==> config.mk <==
export PLATFORM = sky130hd
export DESIGN_NAME = dds_wave_gen_flat
export DESIGN_NICKNAME = d
export VERILOG_FILES = /design/src/rtl/dds_wave_gen_if.sv /design/src/rtl/dds_wave_gen.sv /design/src/flat_wrapper.sv
export SDC_FILE = /design/constraint.sdc
export NUM_CORES = 1
export LEC_CHECK = 0
export ABC_AREA = 0
export CORE_ASPECT_RATIO = 1.4
export CORE_MARGIN = 1.5
export CORE_UTILIZATION = 44
export CTS_BUF_LIST = sky130_fd_sc_hd__clkbuf_16
export CTS_CLUSTER_SIZE = 12
export DETAILED_ROUTE_END_ITERATION = 10
export PLACE_DENSITY = 0.68
export SLEW_MARGIN = 0
export SYNTH_ARGS = -nofsm -noshare
export SYNTH_HDL_FRONTEND = slang
export SYNTH_SLANG_ARGS = --single-unit
export TNS_END_PERCENT = 10
==> constraint.sdc <==
create_clock -name clk -period 3.2 [get_ports clk]
set_clock_uncertainty 0.2 [all_clocks]
set_input_delay 0.64 -clock clk [delete_from_list [all_inputs] [get_ports clk]]
set_output_delay 0.64 -clock clk [all_outputs]
set_load 0.03 [all_outputs]
==> src/rtl/dds_wave_gen_if.sv <==
// Configuration handshake bundle for dds_wave_gen: the control block (master) offers a
// frequency word, phase offset and waveform mode; the generator (slave) accepts them into
// its shadow register when cfg_ready is high.
interface dds_wave_gen_if #(
  parameter int unsigned ACC_W   = 32,
  parameter int unsigned PHASE_W = 11
);
  logic               cfg_valid;
  logic               cfg_ready;
  logic [ACC_W-1:0]   cfg_k;
  logic [PHASE_W-1:0] cfg_p;
  logic [1:0]         cfg_mode;

  modport master (
    output cfg_valid,
    output cfg_k,
    output cfg_p,
    output cfg_mode,
    input  cfg_ready
  );

  modport slave (
    input  cfg_valid,
    input  cfg_k,
    input  cfg_p,
    input  cfg_mode,
    output cfg_ready
  );
endinterface

==> src/rtl/dds_wave_gen.sv <==
// Direct-digital-synthesis waveform generator: phase accumulator, phase-offset stage and
// waveform stage (square/saw/triangle/zero). New configurations wait in a shadow register and
// are applied at a period boundary, when idle, or on sync_clr, so the output never glitches.
// Optional feature: define DDS_SWEEP_EN for a linear frequency sweep on every wrap.
module dds_wave_gen #(
  parameter int unsigned ACC_W   = 32,
  parameter int unsigned PHASE_W = 11,
  parameter int unsigned OUT_W   = 11
) (
  input  logic               clk,
  input  logic               rst_n,
  input  logic               i_en,
  input  logic               i_sync_clr,
  dds_wave_gen_if.slave      cfg,
  input  logic [ACC_W-1:0]   i_sweep_step,
  input  logic [ACC_W-1:0]   i_sweep_limit,
  output logic [OUT_W-1:0]   o_wave_out,
  output logic               o_out_valid,
  output logic               o_wrap
);

  logic [ACC_W-1:0]   r_acc, r_k_act, r_k_base, r_sh_k;
  logic [PHASE_W-1:0] r_p_act, r_sh_p, r_phase;
  logic [1:0]         r_mode_act, r_sh_mode, r_mode;
  logic               r_pending, r_en_d, r_out_valid, r_wrap;
  logic [OUT_W-1:0]   r_wave;

  logic [ACC_W:0]     w_sum;
  logic               w_carry, w_accept, w_apply;
  logic [ACC_W-1:0]   w_k_next;
  logic [PHASE_W-2:0] w_tri;
  logic [PHASE_W-1:0] w_tri_full;
  logic [OUT_W-1:0]   w_wave;

  assign w_sum    = {1'b0, r_acc} + {1'b0, r_k_act};
  // A carry only counts as a period boundary when the accumulator really advances.
  assign w_carry  = i_en & ~i_sync_clr & w_sum[ACC_W];
  assign w_accept = cfg.cfg_valid & ~r_pending;
  assign w_apply  = r_pending & (~i_en | i_sync_clr | w_carry);
  assign cfg.cfg_ready = ~r_pending;

`ifdef DDS_SWEEP_EN
  logic [ACC_W:0] w_sweep_sum;
  assign w_sweep_sum = {1'b0, r_k_act} + {1'b0, i_sweep_step};

  // Next tuning word: shadow apply wins, otherwise sweep on each wrap and fall back at limit.
  always_comb begin
    w_k_next = r_k_act;
    if (w_apply) begin
      w_k_next = r_sh_k;
    end else if (w_carry && (i_sweep_step != '0)) begin
      w_k_next = (w_sweep_sum >= {1'b0, i_sweep_limit}) ? r_k_base : w_sweep_sum[ACC_W-1:0];
    end
  end
`else
  logic w_unused_sweep;
  assign w_unused_sweep = ^{i_sweep_step, i_sweep_limit};

  // Next tuning word: only the shadow apply changes it.
  always_comb begin
    w_k_next = r_k_act;
    if (w_apply) begin
      w_k_next = r_sh_k;
    end
  end
`endif

  // Handshake capture into the shadow register and transfer to the active registers.
  always_ff @(posedge clk or negedge rst_n) begin
    if (!rst_n) begin
      r_pending  <= 1'b0;
      r_sh_k     <= '0;
      r_sh_p     <= '0;
      r_sh_mode  <= '0;
      r_k_act    <= '0;
      r_k_base   <= '0;
      r_p_act    <= '0;
      r_mode_act <= '0;
    end else begin
      r_k_act <= w_k_next;
      if (w_apply) begin
        r_pending  <= 1'b0;
        r_k_base   <= r_sh_k;
        r_p_act    <= r_sh_p;
        r_mode_act <= r_sh_mode;
      end else if (w_accept) begin
        r_pending <= 1'b1;
        r_sh_k    <= cfg.cfg_k;
        r_sh_p    <= cfg.cfg_p;
        r_sh_mode <= cfg.cfg_mode;
      end
    end
  end

  // Phase accumulator with synchronous clear and wrap pulse.
  always_ff @(posedge clk or negedge rst_n) begin
    if (!rst_n) begin
      r_acc  <= '0;
      r_wrap <= 1'b0;
    end else if (i_sync_clr) begin
      r_acc  <= '0;
      r_wrap <= 1'b0;
    end else if (i_en) begin
      r_acc  <= w_sum[ACC_W-1:0];
      r_wrap <= w_sum[ACC_W];
    end else begin
      r_wrap <= 1'b0;
    end
  end

  // Waveform shaping from the offset phase.
  always_comb begin
    w_tri      = r_phase[PHASE_W-1] ? ~r_phase[PHASE_W-2:0] : r_phase[PHASE_W-2:0];
    w_tri_full = {w_tri, 1'b0};
    w_wave     = '0;
    case (r_mode)
      2'd0:    w_wave = r_phase[PHASE_W-1] ? '0 : '1;
      2'd1:    w_wave = r_phase[PHASE_W-1 -: OUT_W];
      2'd2:    w_wave = w_tri_full[PHASE_W-1 -: OUT_W];
      default: w_wave = '0;
    endcase
  end

  // Phase-offset stage and registered output stage; valid tracks en through both.
  always_ff @(posedge clk or negedge rst_n) begin
    if (!rst_n) begin
      r_phase     <= '0;
      r_mode      <= '0;
      r_wave      <= '0;
      r_en_d      <= 1'b0;
      r_out_valid <= 1'b0;
    end else begin
      r_phase     <= r_acc[ACC_W-1 -: PHASE_W] + r_p_act;
      r_mode      <= r_mode_act;
      r_wave      <= w_wave;
      r_en_d      <= i_en;
      r_out_valid <= r_en_d;
    end
  end

  assign o_wave_out  = r_wave;
  assign o_out_valid = r_out_valid;
  assign o_wrap      = r_wrap;

endmodule

==> src/flat_wrapper.sv <==
// flat-port wrapper written by rule: the top's interface ports become plain ports
module dds_wave_gen_flat 
#(
  parameter int unsigned ACC_W   = 32,
  parameter int unsigned PHASE_W = 11,
  parameter int unsigned OUT_W   = 11
)
  (clk, rst_n, i_en, i_sync_clr, i_sweep_step, i_sweep_limit, o_wave_out, o_out_valid, o_wrap, cfg_cfg_valid, cfg_cfg_k, cfg_cfg_p, cfg_cfg_mode, cfg_cfg_ready);
  dds_wave_gen_if #(.ACC_W(ACC_W), .PHASE_W(PHASE_W)) cfg_i ();
  input  logic clk;
  input  logic rst_n;
  input  logic i_en;
  input  logic i_sync_clr;
  input  logic [ACC_W-1:0] i_sweep_step;
  input  logic [ACC_W-1:0] i_sweep_limit;
  output logic [OUT_W-1:0] o_wave_out;
  output logic o_out_valid;
  output logic o_wrap;
  input wire logic [$bits(cfg_i.cfg_valid)-1:0] cfg_cfg_valid;
  input wire logic [$bits(cfg_i.cfg_k)-1:0] cfg_cfg_k;
  input wire logic [$bits(cfg_i.cfg_p)-1:0] cfg_cfg_p;
  input wire logic [$bits(cfg_i.cfg_mode)-1:0] cfg_cfg_mode;
  output wire logic [$bits(cfg_i.cfg_ready)-1:0] cfg_cfg_ready;
  assign cfg_i.cfg_valid = cfg_cfg_valid;
  assign cfg_i.cfg_k = cfg_cfg_k;
  assign cfg_i.cfg_p = cfg_cfg_p;
  assign cfg_i.cfg_mode = cfg_cfg_mode;
  assign cfg_cfg_ready = cfg_i.cfg_ready;
  dds_wave_gen #(.ACC_W(ACC_W), .PHASE_W(PHASE_W), .OUT_W(OUT_W)) u_core (.clk(clk), .rst_n(rst_n), .i_en(i_en), .i_sync_clr(i_sync_clr), .cfg(cfg_i), .i_sweep_step(i_sweep_step), .i_sweep_limit(i_sweep_limit), .o_wave_out(o_wave_out), .o_out_valid(o_out_valid), .o_wrap(o_wrap));
endmodule
==> results of run 1 <==
-- per-layer routing --
metal / GRT usage [%] / share of wire, % / vias to the layer above
met1: 22.2 / 40 / 2703
met4: 7.82 / 2.4 / 0
met3: 3.62 / 3.1 / 25
met5: 0 / 0 / -
li1: - / - / 2664
met2: 35.7 / 55 / 122
-- cell families after synthesis --
| logic type | Yosys count |
|---|---|
| AND/OR/NAND/NOR | 160 |
| AO/OA/AOI/OAI | 156 |
| flip-flops | 150 |
| multiplexers | 105 |
| buffers and inverters | 57 |
| adder cells (fa/ha/maj) | 44 |
| XOR/XNOR | 35 |
-- repair_timing --
| action | 4_1_cts | 5_1_grt |
|---|---|---|
| endpoints found under the setup margin | 0 | 46 |
| gates resized for setup | 0 | 5 |
| hold endpoints to repair | 37 | 0 |
| hold buffers | 1 | 0 |
-- report_power, final --
group | total, µW | switching, µW | internal, µW
Clock | 2070 | 771 | 1290
Combinational | 4740 | 2560 | 2180
Sequential | 3210 | 536 | 2680
-- critical path: stages (launching register included) --
cell and delay, ns:
dfrtp_1 0.38, ha_1 0.41, a21o_1 0.22, a31oi_1 0.16
nor3_1 0.07, a211o_1 0.30, o21ai_2 0.22, a21boi_2 0.10
o21ai_4 0.23, buf_12 0.22, mux2_1 0.35
-- cells in the mapped netlist, types with 2 or more instances --
cell type,number
buf_6,4
o21ai_0,37
nor4b_1,2
nand2b_1,11
clkbuf_1,25
nor4_1,3
nor2b_1,8
or3_1,3
xnor2_1,27
dfrtp_1,150
o211ai_1,4
ha_1,42
fa_1,2
mux2_1,40
nand4b_1,2
a21oi_1,40
o311ai_0,3
nand2_1,44
nand3b_1,2
mux2_2,51
nand3_1,9
a21o_1,22
a211oi_1,7
a21boi_0,3
inv_1,23
nor2_1,47
nand4_1,9
a41o_1,2
mux2i_1,14
nor3_1,14
o21bai_1,3
xor2_1,8
a221o_1,3
a211o_1,3
a311o_1,2
o2111ai_1,2
buf_2,4
o21a_1,5
a31oi_1,7
and2_1,2
-- stage by stage --
step                utilization (%)  total power [µW]  instance area [µm²]  setup WS [ns]  std cells
detailed placement             50.4              7910                 8770         0.0891        989
CTS                            54.0             10100                 9390         0.0400       1022
global placement               50.4              7760                 8770          0.162        989
floorplan                         -              6660                 7820          0.379        707
finish                         54.0             10000                 9400          0.189       1022
global route                   54.0             10800                 9400        0.00932       1022
-- flip-flops by register name, summed over array words and instances, names as in the netlist --
signal / count
u_core.r_sh_k: 32
u_core.r_sh_p: 11
u_core.r_phase: 11
u_core.r_pending: 1
u_core.r_p_act: 11
u_core.o_wave_out: 11
u_core.r_acc: 32
u_core.r_k_act: 32
u_core.r_mode_act: 2
u_core.o_out_valid: 1
u_core.r_en_d: 1
u_core.o_wrap: 1
u_core.r_mode: 2
u_core.r_sh_mode: 2
-- final cells by class --
type / instances / area, µm² / share of cell area (%)
repair buffers: 80 / 812 / 8.64
clock buffers: 17 / 425 / 4.53
multi-input cells: 500 / 3830 / 40.8
clock inverters: 15 / 188 / 2.00
flip-flops and latches: 150 / 3750 / 39.9
well taps: 236 / 295 / 3.14
inverters: 24 / 90.1 / 0.959
-- worst max path at each step --
| stage | startpoint | endpoint | cells after the start |
|---|---|---|---|
| finish | u_core.r_k_act[11]$_DFFE_PN0P_ | u_core.r_k_act[29]$_DFFE_PN0P_ | 10 |
| global route | u_core.r_k_act[0]$_DFFE_PN0P_ | u_core.r_acc[22]$_DFFE_PN0P_ | 11 |
| CTS | u_core.r_acc[0]$_DFFE_PN0P_ | u_core.r_k_act[27]$_DFFE_PN0P_ | 12 |
| detailed placement | u_core.r_acc[0]$_DFFE_PN0P_ | u_core.r_k_act[27]$_DFFE_PN0P_ | 12 |
| global placement | u_core.r_k_act[0]$_DFFE_PN0P_ | u_core.r_p_act[2]$_DFFE_PN0P_ | 12 |
| floorplan | u_core.r_k_act[11]$_DFFE_PN0P_ | u_core.r_k_act[10]$_DFFE_PN0P_ | 11 |
==> results.py, run 1 <==
metrics = {
    "die": {
        "core_area_mm2": 0.0174,
        "die_w_um": 116,
        "initial_core_util_pct": 44.9,
        "die_h_um": 161,
        "row_count": 57,
        "die-area_mm2": 0.0186,
        "io_pins": 128,
    },
    "logic_synthesis": {
        "netlist_top_cells_area": "dfrtp_1 (48%), mux2_2 (7.3%), ha_1 (6.7%), mux2_1 (5.8%), xnor2_1 (3.0%)",
        "yosysSeqAreaShare_pct": 48.0,
        "yosysWarnings": 0,
        "synth.distinct_cells": 58,
        "synth_top_cell_area_share_pct": 48.0,
        "synth_edf_count": 0,
        "ys_async_sr_fraction_pct": 100,
        "synth_xor_area_share_pct": 3.92,
        "yosys.area.top_type": "dfrtp_1",
        "synth_compound_area_share_pct": 13.1,
        "syn_area_per_cell_um2": 11.1,
        "synth_simple_gate_area_share_pct": 9.71,
        "synth_top_family_by_area": "multiplexers",
        "synth-main-ff-cell": "dfrtp_1",
        "ys_ff_latch": 150,
        "synth.cell_area_mm2": 0.00782,
        "synth_nets": 865,
        "syn_inst": 707,
        "yosys.area_share.adder_pct": 7.23,
        "synth_mux_area_share_pct": 14.9,
    },
    "clock_tree": {
        "clk_latency_ns": 0.42,
        "numCtsBuffers": 17,
        "cts.htree.levels": 4,
        "path_clk_slew_ns": 0.06,
        "root_buffer": "clkbuf_16",
        "cts_tree": "done",
        "cts_buffer_depth": 2,
        "cts.sinks": 150,
        "cts_setup_buffers": 0,
    },
    "routing": {
        "viasPerCell": 5.40,
        "drt-initial-drc-count": 208,
        "drc": 0,
        "vias": 5514,
        "routed_wl_um": 16700,
        "ant_nets": 0,
        "post_drt_wl_per_cell_um": 16.4,
        "dr.pass1.iters": 5,
    },
    "pwr": {
        "peakVddDrop_uv": 492,
        "power_per_cell_area_mw_per_mm2": 1070,
        "p_leak_uw": 0.00419,
    },
    "setup_path": {
        "r2r-start": "u_core.r_k_act[11]$_DFFE_PN0P_",
        "path_class": "flip-flop to flip-flop",
        "required_ns": 3.30,
        "end_kind": "flip-flop",
        "arrival_ns": 3.11,
        "critPathMaxFanout": 28,
        "reg2reg_to": "u_core.r_k_act[29]$_DFFE_PN0P_",
        "worstSetupStartpointType": "flip-flop",
        "reg2reg_depth": 10,
        "r2r_slack_ns": 0.19,
    },
    "global_routing": {
        "grt_pass1_wl_um": 28600,
        "grt_max_degree": 60,
        "gr-usage-all-layers_pct": 19.6,
        "grt_pass1_vias": 5898,
        "grt-ovfl-total": 0,
        "grt_antenna_before_repair": 0,
    },
    "min_path": {
        "hold_start": "u_core.r_mode_act[1]$_DFFE_PN0P_",
        "hold_path_depth": 0,
        "hp-class": "flip-flop to flip-flop",
        "hold_path_end": "u_core.r_mode[1]$_DFF_PN0_",
    },
    "cells_and_area": {
        "syn2layout_area_growth_pct": 20.2,
        "finalNetCount": 931,
        "fillers": 1539,
        "drive_gt1_share_pct": 13.2,
        "layout_commonest_cell": "dfrtp_1",
        "mostFrequentLayoutCells": "dfrtp_1 (150), clkdlybuf4s50_1 (62), mux2_2 (51)",
        "diodes": 0,
    },
    "job": {
        "cap_violations": 0,
    },
    "timing": {
        "fmax_mhz": 332,
        "rsz0062_at_grt": "false",
        "period_share_pct": 94.1,
        "period_needed_ns": 3.01,
        "slew_headroom_pct": 57.8,
        "setup_viol": 0,
        "setup-tns-final_ns": 0,
        "hold_viol": 0,
        "tightestPinTransition_ns": 0.632,
        "final_max_slew_viol_count": 0,
        "whs_ns": 0.169,
    },
    "place": {
        "dp_hpwl_um": 12100,
        "numPortBuffers": 63,
        "gp_congestion": 0.887,
    },
    "run_status": {
        "status": "completed",
    },
}
(Power assumes the default switching activity.)
==> run 2, diff against run 1 <==
--- a/config.mk
+++ b/config.mk
@@ -7,13 +7,12 @@
 export LEC_CHECK = 0
 export ABC_AREA = 0
 export CORE_ASPECT_RATIO = 1.4
-export CORE_MARGIN = 1.5
 export CORE_UTILIZATION = 44
 export CTS_BUF_LIST = sky130_fd_sc_hd__clkbuf_16
 export CTS_CLUSTER_SIZE = 12
 export DETAILED_ROUTE_END_ITERATION = 10
 export PLACE_DENSITY = 0.68
-export SLEW_MARGIN = 0
+export SLEW_MARGIN = 15
 export SYNTH_ARGS = -nofsm -noshare
 export SYNTH_HDL_FRONTEND = slang
 export SYNTH_SLANG_ARGS = --single-unit
==> run 2 against run 1 <==
Compared with the run above:
- wire length fell by 2.5%
- fmax fell by 0.20%
- clock power fell by 3%
- sequential cell count did not move
- sequential power barely moved
- critical path depth did not move
- critical endpoint is now u_core.r_p_act[0]$_DFFE_PN0P_
- largest power group unchanged
==> results.py, run 2 (synthesis results as in run 1) <==
metrics = {
    "die": {
        "die_w_um": 115,
        "die-area_mm2": 0.0183,
        "initial_core_util_pct": 44.9,
        "die_h_um": 160,
        "row_count": 57,
        "core_area_mm2": 0.0174,
        "io_pins": 128,
    },
    "routing": {
        "viasPerCell": 5.40,
        "ant_nets": 0,
        "dr.pass1.iters": 4,
        "drc": 0,
        "drt-initial-drc-count": 278,
        "routed_wl_um": 16300,
        "post_drt_wl_per_cell_um": 16.0,
        "vias": 5512,
    },
    "setup_path": {
        "critPathBufInv": 1,
        "end_kind": "flip-flop",
        "reg2reg_depth": 10,
        "worstSetupStartpointType": "flip-flop",
        "path_class": "flip-flop to flip-flop",
        "path_cells": "ha_1 -> a21o_1 -> a31oi_1 -> nor3_1 -> a211o_1 -> o21ai_2 -> a21boi_1 -> o21ai_4 -> buf_12 -> mux2_1",
        "critPathMaxFanout": 27,
        "reg2reg_to": "u_core.r_p_act[0]$_DFFE_PN0P_",
        "critPathTopFamily": "compound AO/OA/AOI/OAI gates",
        "r2r_slack_ns": 0.18,
        "cpPeakStageDelay_ns": 0.40,
        "r2r-start": "u_core.r_k_act[11]$_DFFE_PN0P_",
        "crit_slowest_cell": "ha_1",
        "required_ns": 3.30,
        "arrival_ns": 3.12,
    },
    "cells_and_area": {
        "layout_commonest_cell": "dfrtp_1",
        "drive_gt1_share_pct": 13.2,
        "syn2layout_area_growth_pct": 19.7,
        "top_regs": "u_core.r_acc x32, u_core.r_k_act x32, u_core.r_sh_k x32",
        "fillers": 1559,
        "diodes": 0,
        "multi_input_area_mm2": 0.00383,
        "mostFrequentLayoutCells": "dfrtp_1 (150), clkdlybuf4s50_1 (62), mux2_2 (51)",
        "ff_latch_area_mm2": 0.00375,
        "finalNetCount": 930,
    },
    "timing": {
        "tightestPinTransition_ns": 0.622,
        "slew_headroom_pct": 58.5,
        "hold_viol": 0,
        "setup-tns-final_ns": 0,
        "period_share_pct": 94.3,
        "rsz0062_at_grt": "false",
        "fmax_mhz": 331,
        "period_needed_ns": 3.02,
        "setup_viol": 0,
        "final_max_slew_viol_count": 0,
    },
    "place": {
        "gp_congestion": 0.886,
        "dp_hpwl_um": 11700,
        "numPortBuffers": 63,
    },
    "pwr": {
        "power_per_cell_area_mw_per_mm2": 1060,
        "power.total_uw": 9900,
        "peakVddDrop_uv": 462,
        "p_leak_uw": 0.00417,
    },
    "clock_tree": {
        "cts_tree": "done",
        "path_clk_slew_ns": 0.06,
        "clk_latency_ns": 0.43,
        "root_buffer": "clkbuf_16",
        "numCtsBuffers": 17,
        "cts.sinks": 150,
        "hold_buffers": 0,
        "cts_buffer_depth": 2,
        "cts.htree.levels": 4,
    },
    "global_routing": {
        "grt_max_degree": 68,
        "grt-ovfl-total": 0,
        "grt_pass1_vias": 5878,
        "grt_pass1_wl_um": 28100,
        "grt_antenna_before_repair": 0,
        "gr-usage-all-layers_pct": 19.6,
    },
    "run_status": {
        "status": "completed",
    },
    "min_path": {
        "hp-class": "input port to asynchronous set/reset pin",
    },
    "job": {
        "cap_violations": 0,
    },
}
==> run 2: metrics by stage <==
step | hold WS, ns | cell area, µm² | utilization, % | setup WS, ns | instances
floorplan | 0.131 | 7820 | - | 0.379 | 707
global placement | 0.145 | 8770 | 50.4 | 0.159 | 989
detailed placement | 0.136 | 8770 | 50.4 | 0.118 | 989
CTS | 0.0214 | 9360 | 53.8 | 0.0967 | 1021
global route | 0.0548 | 9360 | 53.8 | 0.00248 | 1021
finish | 0.00188 | 9360 | 53.8 | 0.183 | 1021
==> run 2: report_power, final <==
| group | total [µW] | internal, µW | switching [µW] | leakage [µW] |
|---|---|---|---|---|
| sequential | 3210 | 2680 | 530 | 0.00181 |
| combinational | 4700 | 2170 | 2530 | 0.00207 |
| clock | 2000 | 1210 | 783 | 0.000289 |
==> run 2: how the worst max path moves through the flow <==
stage	startpoint	end	slack (ns)	cells past startpoint
after floorplan	u_core.r_k_act[11]$_DFFE_PN0P_	u_core.r_k_act[10]$_DFFE_PN0P_	0.38	11
after CTS	u_core.r_k_act[7]$_DFFE_PN0P_	u_core.r_p_act[0]$_DFFE_PN0P_	0.1	8
after detailed placement	u_core.r_k_act[0]$_DFFE_PN0P_	u_core.r_k_act[17]$_DFFE_PN0P_	0.12	12
final	u_core.r_k_act[11]$_DFFE_PN0P_	u_core.r_p_act[0]$_DFFE_PN0P_	0.18	10
after global routing	u_core.r_k_act[7]$_DFFE_PN0P_	u_core.r_k_act[27]$_DFFE_PN0P_	0.002	8
after global placement	u_core.r_k_act[0]$_DFFE_PN0P_	u_core.r_k_act[23]$_DFFE_PN0P_	0.16	12
==> run 2: layout make-up <==
cell class	count	share of cell area, %
clock buffer	17	4.54
clock inverter	15	1.76
inverter	24	0.962
multi-input combinational	500	40.9
sequential	150	40.1
tap	236	3.15
timing repair buffer	79	8.57
==> run 2: per-layer routing <==
| layer | vias to the layer above | global-route usage (%) | part of all wire, % | routed length (µm) |
|---|---|---|---|---|
| met5 | - | 0 | 0 | 0 |
| met4 | 0 | 9.50 | 2.5 | 408 |
| met3 | 25 | 3.42 | 2.9 | 477 |
| met2 | 108 | 34.7 | 53 | 8630 |
| met1 | 2701 | 22.6 | 42 | 6780 |
| li1 | 2678 | - | - | - |
==> run 2: timing repair <==
action / in CTS / in global routing
setup endpoints to repair: 0 / 46
buffers inserted: 0 / 0
resized for setup: 0 / 4
==> run 3, diff against run 2 <==
--- a/config.mk
+++ b/config.mk
@@ -5,13 +5,12 @@
 export SDC_FILE = /design/constraint.sdc
 export NUM_CORES = 1
 export LEC_CHECK = 0
-export ABC_AREA = 0
 export CORE_ASPECT_RATIO = 1.4
 export CORE_UTILIZATION = 44
 export CTS_BUF_LIST = sky130_fd_sc_hd__clkbuf_16
 export CTS_CLUSTER_SIZE = 12
 export DETAILED_ROUTE_END_ITERATION = 10
-export PLACE_DENSITY = 0.68
+export DONT_BUFFER_PORTS = 1
 export SLEW_MARGIN = 15
 export SYNTH_ARGS = -nofsm -noshare
 export SYNTH_HDL_FRONTEND = slang
==> constraint.sdc (replaced) <==
create_clock -name clk -period 2.6 [get_ports clk]
set_clock_uncertainty 0.2 [all_clocks]
set_input_delay 0.52 -clock clk [delete_from_list [all_inputs] [get_ports clk]]
set_output_delay 0.52 -clock clk [all_outputs]
set_load 0.03 [all_outputs]
==> run 3 against run 2 <==
Compared with the run above:
- the flow now finishes with violations (hold timing, setup timing)
- sequential cell count is the same
- combinational power grew 54%
- fmax grew 4.2%
- wire length grew 13%
- sequential share of layout area shrank 2.1 points
- die area is the same
- clock power grew 30%
- largest cell class unchanged
- largest power group unchanged
==> results.py, run 3 (synthesis results as in run 1) <==
metrics = {
    "run_status": {
        "status": "finished, violations left",
        "failed_checks": "hold timing, setup timing",
    },
    "clock_tree": {
        "cts_buffer_depth": 2,
        "cts.htree.levels": 4,
        "cts_tree": "done",
        "hold_buffers": 2,
        "clk_latency_ns": 0.42,
        "root_buffer": "clkbuf_16",
        "path_clk_slew_ns": 0.06,
        "cts.sinks": 150,
        "numCtsBuffers": 17,
    },
    "routing": {
        "post_drt_wl_per_cell_um": 17.6,
        "routed_wl_um": 18500,
        "vias": 5754,
        "dr.pass1.iters": 5,
        "ant_nets": 0,
        "viasPerCell": 5.48,
        "drt-initial-drc-count": 204,
        "drc": 0,
    },
    "place": {
        "gp_congestion": 0.868,
        "numPortBuffers": 0,
        "dp_hpwl_um": 12400,
        "postPlaceCellArea_mm2": 0.00874,
    },
    "setup_path": {
        "arrival_ns": 3.00,
        "reg2reg_to": "u_core.r_k_act[8]$_DFFE_PN0P_",
        "required_ns": 2.71,
        "cpPeakStageDelay_ns": 0.39,
        "r2r-start": "u_core.r_acc[0]$_DFFE_PN0P_",
        "cp-startpoint": "u_core.r_acc[0]$_DFFE_PN0P_",
        "critPathMaxFanout": 6,
        "worstSetupStartpointType": "flip-flop",
        "r2r_slack_ns": -0.30,
        "path_cells": "ha_4 -> inv_2 -> fa_2 -> nor2b_2 -> o21a_1 -> o21ai_2 -> a21oi_2 -> o21ai_2 -> a21boi_2 -> o21ai_4 -> buf_6 -> clkbuf_16 -> mux2_4",
        "path_class": "flip-flop to flip-flop",
        "reg2reg_depth": 13,
        "crit_top_cell": "o21ai_2",
        "crit_slowest_cell": "dfrtp_1",
        "critPathCapture": "u_core.r_k_act[8]$_DFFE_PN0P_",
        "end_kind": "flip-flop",
    },
    "timing": {
        "slew_headroom_pct": 31.8,
        "whs_ns": -0.410,
        "period_share_pct": 111,
        "rsz0062_at_grt": "true",
        "setup_viol": 60,
        "fmax_mhz": 345,
        "tightestPinTransition_ns": 1.02,
        "hold_viol": 150,
        "setup_slack_ns": -0.296,
        "final_max_slew_viol_count": 0,
        "period_needed_ns": 2.90,
    },
    "global_routing": {
        "grt_antenna_before_repair": 0,
        "grt_pass1_wl_um": 31200,
        "gr-usage-all-layers_pct": 21.9,
        "grt_pass1_vias": 6322,
        "grt_max_degree": 151,
        "grt-ovfl-total": 0,
    },
    "cells_and_area": {
        "syn2layout_area_growth_pct": 26.3,
        "mostFrequentLayoutCells": "dfrtp_1 (150), buf_4 (102), mux2_2 (51)",
        "layout_commonest_cell": "dfrtp_1",
        "top_regs": "u_core.r_acc x32, u_core.r_k_act x32, u_core.r_sh_k x32",
        "design_area_mm2": 0.00988,
        "drive_gt1_share_pct": 32.2,
        "finalNetCount": 963,
        "diodes": 0,
    },
    "pwr": {
        "power_per_cell_area_mw_per_mm2": 1420,
        "p_leak_uw": 0.00457,
        "peakVddDrop_uv": 573,
    },
    "min_path": {
        "hp-class": "input port to asynchronous set/reset pin",
    },
    "die": {
        "io_pins": 128,
        "core_area_mm2": 0.0174,
        "die_w_um": 115,
        "die-area_mm2": 0.0183,
        "row_count": 57,
        "die_h_um": 160,
        "initial_core_util_pct": 44.9,
    },
    "job": {
        "cap_violations": 0,
    },
}
## run 3: metrics by stage
step	std cells	power [µW]	utilization, %	setup TNS, ns	setup WS, ns
floorplan	707	8360	-	-4.44	-0.113
global placement	1003	10300	50.2	-22.35	-0.433
detailed placement	1003	10500	50.2	-25.80	-0.495
CTS	1049	13800	55.9	-14.56	-0.303
global route	1050	15100	56.8	-18.59	-0.397
finish	1050	14000	56.8	-11.81	-0.296
## run 3: report_power, final
part           total (µW)  internal [µW]  switching [µW]
Combinational        7260           3780            3480
Clock                2610           1670             939
Sequential           4170           3300             874
Total               14000           8740            5290
## run 3: worst min-delay path by stage
stage / end / slack (ns)
floorplan: u_core.o_out_valid$_DFF_PN0_ / 0.02
global placement: u_core.r_sh_p[4]$_DFFE_PN0P_ / 0.03
detailed placement: u_core.r_sh_p[4]$_DFFE_PN0P_ / 0.03
CTS: u_core.r_sh_p[1]$_DFFE_PN0P_ / -0.42
global route: u_core.r_sh_p[0]$_DFFE_PN0P_ / -0.43
finish: u_core.r_sh_p[0]$_DFFE_PN0P_ / -0.41
## run 3: what timing repair did
item,CTS,global route
pin swaps,20,18
gates cloned,1,1
resized for setup,58,34
setup buffers,16,2
hold endpoints to repair,172,150
setup endpoints to repair,67,72
## run 3: critical path, delay by kind of cell (launching register included)
kind	cells	cell delay [ns]
compound gates	6	0.87
fa+ha+maj	2	0.51
flops	1	0.39
buf+inv	3	0.36
mux	1	0.30
simple gates	1	0.15
## run 3: per-layer routing
| layer | part of all wire (%) | vias up | track usage (%) |
|---|---|---|---|
| li1 | - | 2734 | - |
| met1 | 40 | 2877 | 24.8 |
| met2 | 55 | 113 | 40.3 |
| met3 | 2.9 | 30 | 4.52 |
| met4 | 1.8 | 0 | 7.62 |
| met5 | 0 | - | 0 |
## run 3: layout make-up
class                      count  area, µm²
timing repair buffer         112        911
tap                          236        295
sequential                   150       3750
clock inverter                11        186
inverter                      24       90.1
fill                        1527       7520
clock buffer                  17        425
multi-input combinational    500       4220
